`src/rtl/mapu_pkg.sv`:
```
// Shared definitions for the matrix APU and its row packer: op encodings,
// packer FSM states and the fixed job geometry.
package mapu_pkg;

    localparam logic MAPU_OP_ADD  = 1'b0;
    localparam logic MAPU_OP_MULT = 1'b1;

    localparam int ROWS_PER_JOB  = 8;
    localparam int ELEMS_PER_ROW = 4;
    localparam int ELEMS_PER_JOB = ROWS_PER_JOB * ELEMS_PER_ROW;

    typedef enum logic [2:0] {
        IDLE,
        FILL,
        PAD,
        DRAIN,
        HOLD
    } pack_state_t;

endpackage

```
`src/rtl/mapu_row_buf.sv`:
```
// Two-stage row buffer: a fill register collecting scalar elements and a hold
// register presenting one complete row, each side with vld/rdy handshaking.
module mapu_row_buf
    import mapu_pkg::*;
#(
    parameter int DATA_WIDTH = 32
) (
    input  logic                  clk,
    input  logic                  reset_n,
    input  logic                  in_vld,
    output logic                  in_rdy,
    input  logic [DATA_WIDTH-1:0] in_data,
    output logic                  out_vld,
    input  logic                  out_rdy,
    output logic [DATA_WIDTH-1:0] out_r0,
    output logic [DATA_WIDTH-1:0] out_r1,
    output logic [DATA_WIDTH-1:0] out_r2,
    output logic [DATA_WIDTH-1:0] out_r3
);

    logic [DATA_WIDTH-1:0] fill_elem [ELEMS_PER_ROW];
    logic [DATA_WIDTH-1:0] hold_elem [ELEMS_PER_ROW];
    logic [1:0]            fill_idx;
    logic                  fill_full;
    logic                  hold_vld;

    logic in_acc;
    logic out_acc;
    logic hold_free;
    logic row_done;
    logic bypass;
    logic promote;

    assign in_rdy    = !(fill_full && hold_vld);
    assign in_acc    = in_vld && in_rdy;
    assign out_acc   = hold_vld && out_rdy;
    assign hold_free = !hold_vld || out_rdy;
    assign row_done  = in_acc && (fill_idx == 2'd3);

    // The 4th element goes straight into hold when it can, so m_vld follows
    // the last accept by one cycle; otherwise the row parks in fill.
    assign bypass  = row_done && hold_free;
    assign promote = fill_full && hold_free;

    always_ff @(posedge clk) begin
        if (!reset_n) begin
            for (int i = 0; i < ELEMS_PER_ROW; i++) begin
                fill_elem[i] <= '0;
                hold_elem[i] <= '0;
            end
            fill_idx  <= '0;
            fill_full <= 1'b0;
            hold_vld  <= 1'b0;
        end else begin
            if (in_acc) begin
                fill_elem[fill_idx] <= in_data;
                fill_idx            <= fill_idx + 2'd1;
            end

            if (promote) begin
                fill_full <= 1'b0;
            end else if (row_done && !hold_free) begin
                fill_full <= 1'b1;
            end

            if (promote) begin
                hold_elem <= fill_elem;
            end else if (bypass) begin
                hold_elem[0] <= fill_elem[0];
                hold_elem[1] <= fill_elem[1];
                hold_elem[2] <= fill_elem[2];
                hold_elem[3] <= in_data;
            end

            if (promote || bypass) begin
                hold_vld <= 1'b1;
            end else if (out_acc) begin
                hold_vld <= 1'b0;
            end
        end
    end

    assign out_vld = hold_vld;
    assign out_r0  = hold_elem[0];
    assign out_r1  = hold_elem[1];
    assign out_r2  = hold_elem[2];
    assign out_r3  = hold_elem[3];

endmodule

```
`src/rtl/mapu_row_packer.sv`:
```
// Packs a scalar element stream into 8 four-element rows per APU job (A then B),
// padding short jobs with zeros, and drives the APU enable/op lines.
module mapu_row_packer
    import mapu_pkg::*;
#(
    parameter int DATA_WIDTH = 32,
    parameter int EN_HOLD    = 8
) (
    input  logic                  clk,
    input  logic                  reset_n,
    input  logic                  s_vld,
    output logic                  s_rdy,
    input  logic [DATA_WIDTH-1:0] s_data,
    input  logic                  s_op,
    input  logic                  s_last,
    output logic                  m_vld,
    input  logic                  m_rdy,
    output logic [DATA_WIDTH-1:0] m_r0,
    output logic [DATA_WIDTH-1:0] m_r1,
    output logic [DATA_WIDTH-1:0] m_r2,
    output logic [DATA_WIDTH-1:0] m_r3,
    output logic                  m_en,
    output logic                  m_op,
    output logic                  o_busy,
    output logic                  o_err
);

    localparam int                HOLD_W    = (EN_HOLD > 1) ? $clog2(EN_HOLD) : 1;
    localparam logic [HOLD_W-1:0] HOLD_LAST = HOLD_W'(EN_HOLD - 1);
    localparam logic [4:0]        LAST_ELEM = 5'(ELEMS_PER_JOB - 1);
    localparam logic [2:0]        LAST_ROW  = 3'(ROWS_PER_JOB - 1);

    pack_state_t state;
    pack_state_t state_nxt;

    logic              started;
    logic [4:0]        elem_cnt;
    logic [2:0]        row_cnt;
    logic [HOLD_W-1:0] hold_cnt;
    logic              op_q;
    logic              busy_q;
    logic              en_q;
    logic              err_q;
    logic              err_nxt;

    logic                  buf_in_vld;
    logic                  buf_in_rdy;
    logic [DATA_WIDTH-1:0] buf_in_data;
    logic                  accepting;
    logic                  elem_acc;
    logic                  row_hs;
    logic                  at_last;

    // External elements only enter in IDLE/FILL; PAD feeds zeros internally.
    assign accepting   = started && ((state == IDLE) || (state == FILL));
    assign s_rdy       = accepting && buf_in_rdy;
    assign buf_in_vld  = (state == PAD) || (accepting && s_vld);
    assign buf_in_data = (state == PAD) ? '0 : s_data;
    assign elem_acc    = buf_in_vld && buf_in_rdy;
    assign row_hs      = m_vld && m_rdy;
    assign at_last     = (elem_cnt == LAST_ELEM);

    mapu_row_buf #(
        .DATA_WIDTH(DATA_WIDTH)
    ) u_row_buf (
        .clk     (clk),
        .reset_n (reset_n),
        .in_vld  (buf_in_vld),
        .in_rdy  (buf_in_rdy),
        .in_data (buf_in_data),
        .out_vld (m_vld),
        .out_rdy (m_rdy),
        .out_r0  (m_r0),
        .out_r1  (m_r1),
        .out_r2  (m_r2),
        .out_r3  (m_r3)
    );

    always_ff @(posedge clk) begin
        if (!reset_n) begin
            state <= IDLE;
        end else begin
            state <= state_nxt;
        end
    end

    always_comb begin
        state_nxt = state;
        err_nxt   = 1'b0;
        case (state)
            IDLE, FILL: begin
                if (elem_acc) begin
                    if (at_last) begin
                        state_nxt = DRAIN;
                        err_nxt   = !s_last;
                    end else if (s_last) begin
                        state_nxt = PAD;
                        err_nxt   = 1'b1;
                    end else begin
                        state_nxt = FILL;
                    end
                end
            end
            PAD: begin
                if (elem_acc && at_last) begin
                    state_nxt = DRAIN;
                end
            end
            DRAIN: begin
                if (row_hs && (row_cnt == LAST_ROW)) begin
                    state_nxt = HOLD;
                end
            end
            HOLD: begin
                if (hold_cnt == HOLD_LAST) begin
                    state_nxt = IDLE;
                end
            end
            default: state_nxt = IDLE;
        endcase
    end

    // Element and row counters wrap to zero at the end of every job, so IDLE
    // always starts from a clean count without an explicit clear.
    always_ff @(posedge clk) begin
        if (!reset_n) begin
            started  <= 1'b0;
            elem_cnt <= '0;
            row_cnt  <= '0;
            hold_cnt <= '0;
            op_q     <= 1'b0;
            busy_q   <= 1'b0;
            en_q     <= 1'b0;
            err_q    <= 1'b0;
        end else begin
            started <= 1'b1;
            err_q   <= err_nxt;

            if (elem_acc) begin
                elem_cnt <= elem_cnt + 5'd1;
            end
            if (row_hs) begin
                row_cnt <= row_cnt + 3'd1;
                en_q    <= 1'b1;
            end
            if ((state == IDLE) && elem_acc) begin
                op_q   <= s_op;
                busy_q <= 1'b1;
            end
            if (state == HOLD) begin
                if (state_nxt == IDLE) begin
                    hold_cnt <= '0;
                    en_q     <= 1'b0;
                    busy_q   <= 1'b0;
                end else begin
                    hold_cnt <= hold_cnt + HOLD_W'(1);
                end
            end
        end
    end

    // Enable covers the first row handshake cycle itself, not just the ones after it.
    assign m_en   = en_q || row_hs;
    assign m_op   = op_q;
    assign o_busy = busy_q;
    assign o_err  = err_q;

endmodule

```
`config.mk`:
```
export PLATFORM = sky130hd
export DESIGN_NAME = mapu_row_packer
export DESIGN_NICKNAME = d
export VERILOG_FILES = /design/src/rtl/mapu_pkg.sv /design/src/rtl/mapu_row_buf.sv /design/src/rtl/mapu_row_packer.sv
export SDC_FILE = /design/constraint.sdc
export NUM_CORES = 1
export LEC_CHECK = 0
export BUFFER_PORTS_ARGS = -buffer_cell sky130_fd_sc_hd__buf_2
export CORE_UTILIZATION = 45
export DETAILED_ROUTE_END_ITERATION = 16
export GPL_TIMING_DRIVEN = 1
export HOLD_SLACK_MARGIN = 0.1
export PLACE_DENSITY = 0.69
export SLEW_MARGIN = 20
export SYNTH_ARGS = -nofsm -noshare
export SYNTH_HDL_FRONTEND = slang
export SYNTH_SLANG_ARGS = --single-unit
```
`constraint.sdc`:
```
create_clock -name clk -period 2.34 [get_ports clk]
set_input_delay 0.351 -clock clk [delete_from_list [all_inputs] [get_ports clk]]
set_output_delay 0.351 -clock clk [all_outputs]
set_load 0.05 [all_outputs]
```
# Yosys cells after proc, flatten, opt, wreduce, memory -nomap -nowiden
# Index checks and enable logic that the tools add are counted.
# totals
regBits	279
input_bits	38
output_inout_bits	134
wordCells	91
# classes
n_addsub	4
magnitude_cmp	2
n_eq_ne	8
n_mux	25
bitwise_logic	2
n_reduce_logical	30
# ops
operator	count
128-bit two-way mux	2
128-bit bitwise mux	1
32-bit demux with 2-bit select	1
32-bit two-way mux	2
3-bit two-way mux	5
1-bit logical AND	14
3-bit one-hot mux with 4 select lines	1
1-bit two-way mux	11
3-bit equality test, second input constant	3
3-bit by 1-bit adder with 3-bit output, second input constant	2
3-bit by 2-bit equality test with 1-bit output, second input constant	2
3-bit zero test	2
5-bit by 1-bit adder with 5-bit output, second input constant	1
5-bit equality test, second input constant	1
1-bit logical OR	5
1-bit zero test	4
2-bit two-way mux	2
2-bit nonzero test	2
2-bit OR reduction	2
3-bit by 1-bit equality test with 1-bit output, second input constant	1
3-bit >= comparator, second input constant	1
3-bit by 1-bit < comparator with 1-bit output, second input constant	1
2-bit inverter with 3-bit output	1
3-bit AND reduction	1
other kinds (3)	3

# Depth between registers and ports, before layout
# depth
word_depth	12
mapped_depth	7
depth_no_buf	7

# By module
# Synthesis repeated with hierarchy kept, for this count alone.
# unflattened
cells_unflattened	1033
hier_area_um2	10784.1
# modules_own_cells
mod	n_inst	cells_per_inst	area_each_um2	seq_area_each_um2
mapu_row_buf	1	898	9634.2	5205.0
mapu_row_packer	1	135	1149.9	380.4

# Least setup slack after synthesis
# No wires, ideal clock.
# synth_timing
path_kind	register to register
from	register u_row_buf.hold_vld, in the netlist u_row_buf.out_vld
to	register u_row_buf.hold_elem, in the netlist u_row_buf.out_r3[30]
setup_ps	116
arrival_time_ps	1766
t_required_ps	2224
path_slack_ps	458
stages_incl_launch_ff	8
path_buffers	3
period_less_slack_ps	1882
cell_sequence	dfxtp_1 nand2b_1 clkbuf_1 o21ai_1 or2_1 clkbuf_1 buf_4 o211a_1
# synth_between
elab_chain_cells	6
elab_cells_between_ends	10
cone_classes	mux: 1; reduce/logical: 9
# synth_rtl
item	line_no	source
start: declaration	mapu_row_buf.sv:25	logic hold_vld;
start signal: assignment	mapu_row_buf.sv:53	hold_vld <= 1'b0;
start signal: assignment	mapu_row_buf.sv:76	hold_vld <= 1'b1;
start signal: assignment	mapu_row_buf.sv:78	hold_vld <= 1'b0;
1-bit logical AND	mapu_row_buf.sv:34	assign in_rdy = !(fill_full && hold_vld);
1-bit zero test	mapu_row_buf.sv:34	
1-bit logical AND	mapu_row_buf.sv:35	assign in_acc = in_vld && in_rdy;
1-bit logical AND	mapu_row_buf.sv:38	assign row_done = in_acc && (fill_idx == 2'd3);
1-bit logical AND	mapu_row_buf.sv:42	assign bypass = row_done && hold_free;
2-bit nonzero test (no source line)	--	
end signal: assignment	mapu_row_buf.sv:67	hold_elem <= fill_elem;
end: declaration	mapu_row_buf.sv:22	logic [DATA_WIDTH-1:0] hold_elem [ELEMS_PER_ROW];
# Several ways; a longest one is shown, not always the timed one.
# A chain may end at the register's enable or synchronous reset.

# Worst setup path in the final report
# layout_timing
from	register u_row_buf.fill_full
to	output s_rdy
# layout_between
elab_chain_cells	3
# layout_rtl
item	line_no	source
start: declaration	mapu_row_buf.sv:24	logic fill_full;
start signal: assignment	mapu_row_buf.sv:52	fill_full <= 1'b0;
start signal: assignment	mapu_row_buf.sv:61	fill_full <= 1'b0;
start signal: assignment	mapu_row_buf.sv:63	fill_full <= 1'b1;
1-bit logical AND	mapu_row_buf.sv:34	
1-bit zero test	mapu_row_buf.sv:34	
1-bit logical AND	mapu_row_packer.sv:56	assign s_rdy = accepting && buf_in_rdy;
end: declaration	mapu_row_packer.sv:12	output logic s_rdy,
# No other way between the ends.

==> flow_summary.toml <==
[timing]
worst_pin_slew_ns = 0.763
setup_tns_ns = 0
setup_viol_count_final = 0
relSlewSlack_pct = 49.0
finClkSkew_ns = 0.00851
rsz0062_at_grt = "no"
setup_ws_ns = 0.254
finalHoldViolCount = 0
finalCritPeriodShare_pct = 89.1
period_needed_ns = 2.09
timing.fmax_mhz = 479
slew_viol_final = 0

[global_route]
antenna_found_initial = 1
grt_max_degree = 66
grt_usage_pct = 20.9
gr-total-overflow = 0
grt_pass1_vias = 7761
grt_pass1_wl_mm = 41.1

[layout]
fin_cells = 1571
syn_to_final_growth_pct = 21.1
fillCellCount = 2132
layout.nets = 1280
drive_gt1_share_pct = 23.6
n_antenna_cell = 0
design_area_um2 = 13100

[synth]
syn_area_um2 = 10800
netlist_top_cells_count = "dfxtp_1, nand2_1, mux2i_1, nand3_1, clkbuf_1"
synth-seq-cells = 279
yosysMostFrequentCell = "dfxtp_1"
synth_area_leader_cell = "dfxtp_1"
synthesis.nets = 1129
seq_area_frac_synth_pct = 51.5
postSynth.asyncResetShare_pct = 0
synthTopCellsByArea = "dfxtp_1, mux2i_1, nand2_1"
synth_edf_count = 0
yosys.area.top_type_share_pct = 51.5
synth_warnings = 0
synthFlopType = "dfxtp_1"
synth.distinct_cells = 43
syn_avg_cell_area_um2 = 10.1
syn_inst = 1079

[die]
core_area_um2 = 23500
num_rows = 56
num_io_pins = 172
die_w_um = 157
start_util_pct = 46.1
die_h_um = 157
die_area_um2 = 24700

[clock_tree]
cts_buffers = 28
clk_path_buf_depth = 3
clk_latency_ns = 0.53
cts.sinks = 279
root_buffer = "clkbuf_16"
clk_pin_slew_ns = 0.06
cts_htree_levels = 1
cts_tree = "yes"
cts_setup_buffers = 0

[critical_path]
required_ns = 1.99
r2r_start = "state[2]"
end_kind = "output port"
reg2reg_to = "u_row_buf.out_r2[13]"
path_max_fanout = 13
crit_slowest_cell = "dfxtp_2"
startpoint_type = "register"
worstPathCellList = "nand2_1 -> and3_1 -> buf_2"
reg2regPathDepth = 7
critPathKind = "register to output port"
cp_slowest_stage_delay_ns = 0.51
cp_data_arrival_time_ns = 1.73
rrSetupSlack_ns = 0.33

[worst_hold_path]
worstHoldStart = "s_data[29]"
worstHoldEndpoint = "u_row_buf.fill_elem[61]"
worstHoldPathCells = 3
min_path_type = "primary input to register"

[drt]
drtIter0Drc = 379
wl_mm = 26.0
drtPass1Iterations = 4
antenna_left = 0
via_per_inst = 5.24
wire_per_inst_um = 16.5
post-route-drc-count = 0
dr_total_vias = 8236

[placement]
dpl_cell_area_um2 = 12100
pre_cts_slack_ns = 0.357
place_congestion = 0.758
dp.cells = 1517
dp_hpwl_mm = 16.9
port_buffers = 171

[pwr]
p_comb_share_pct = 6.2
power.leakage_nw = 6.26
swShare_pct = 22.1
seqPwrFrac_pct = 47.3
max-vdd-ir-drop_mv = 0.589
power.share.clock_pct = 46.5
netSwitchingPower_mw = 2.28
power_density_nw_per_um2 = 783
p_int_mw = 8.01

[job]
maxCapViolations = 0

[outcome]
outcome = "finished clean"
==> per-stage QoR <==
step	util, %	hold slack, ns	power [mW]
finish	55.8	0.185	10.3
CTS	55.8	0.163	10.4
detailed placement	51.5	0.443	5.61
floorplan	-	0.379	5.40
global route	55.8	0.191	10.6
global placement	51.5	0.440	5.60
==> layer usage <==
| metal | share of wire [%] | vias to the layer above | global-route usage, % |
|---|---|---|---|
| met3 | 4.7 | 39 | 3.69 |
| li1 | - | 4056 | - |
| met4 | 2.1 | 2 | 5.36 |
| met2 | 48 | 170 | 35.4 |
| met1 | 45 | 3969 | 27.5 |
| met5 | 0.042 | - | 0 |
==> repair_timing <==
item                                   CTS  global route
endpoints found under the hold margin    2             0
resized for setup                        0             0
hold buffers                             2             0
==> worst max-delay path: cells and delay by family (launching register included) <==
kind | cells | cell delay [ns]
AND/OR/NAND/NOR | 2 | 0.48
buffers and inverters | 1 | 0.21
flip-flops | 1 | 0.51
==> worst max path at each step <==
stage / startpoint / end / slack [ns]
3_5_place_dp: s_vld / u_row_buf.out_r0[10] / 0.36
3_3_place_gp: s_vld / u_row_buf.out_r2[14] / 0.41
2_1_floorplan: u_row_buf.out_vld / u_row_buf.out_r3[30] / 0.46
4_1_cts: u_row_buf.fill_full / s_rdy / 0.24
6_report: u_row_buf.fill_full / s_rdy / 0.25
5_1_grt: state[2] / u_row_buf.out_r2[13] / 0.18
==> logic make-up (layout without fill, tap and decap cells) <==
group | count (synthesis) | count (layout) | synth area share [%]
compound gates | 148 | 148 | 10.6
mux | 196 | 196 | 18.1
fa+ha+maj | 12 | 12 | 1.38
simple gates | 344 | 344 | 14.4
flops | 279 | 279 | 51.5
xor+xnor | 4 | 4 | 0.323
buf+inv | 96 | 269 | 3.76
==> area by class of cell <==
| type | count | area (µm²) | area share [%] |
|---|---|---|---|
| clock buffers | 43 | 848 | 6.46 |
| clock inverters | 9 | 153 | 1.16 |
| inverters | 5 | 18.8 | 0.143 |
| multi-input cells | 704 | 4880 | 37.1 |
| flip-flops and latches | 279 | 5590 | 42.5 |
| well taps | 319 | 399 | 3.04 |
| repair buffers | 212 | 1250 | 9.54 |
==> cells in the final DEF, fill, tap and decap left out, types with 12 or more instances in the layout <==
cell	count
ha_1	12
clkbuf_16	29
o211a_1	33
o21ai_0	33
mux2i_1	196
buf_4	33
nand3_1	69
and3_1	36
a31o_2	28
nand2_1	206
buf_2	170
dfxtp_1	278
o21bai_1	32
==> state kept, by name, indices dropped and copies added, names as in the netlist <==
name,cells
u_row_buf.fill_full,1
o_err,1
elem_cnt,5
u_row_buf.out_r1,32
en_q,1
u_row_buf.out_r0,32
row_cnt,3
u_row_buf.out_r2,32
started,1
o_busy,1
m_op,1
state,3
u_row_buf.fill_elem,128
u_row_buf.fill_idx,2
u_row_buf.out_r3,32
hold_cnt,3
u_row_buf.out_vld,1
==> power groups by stage <==
stage               logic, mW  registers, mW  clock network [mW]
floorplan               0.408           4.99                   0
finish                  0.635           4.87                4.78
global placement        0.625           4.97                   0
global route            0.687           4.88                5.08
detailed placement      0.632           4.98                   0
CTS                     0.638           4.87                4.88
No activity file was read; power rests on OpenSTA's default activity.
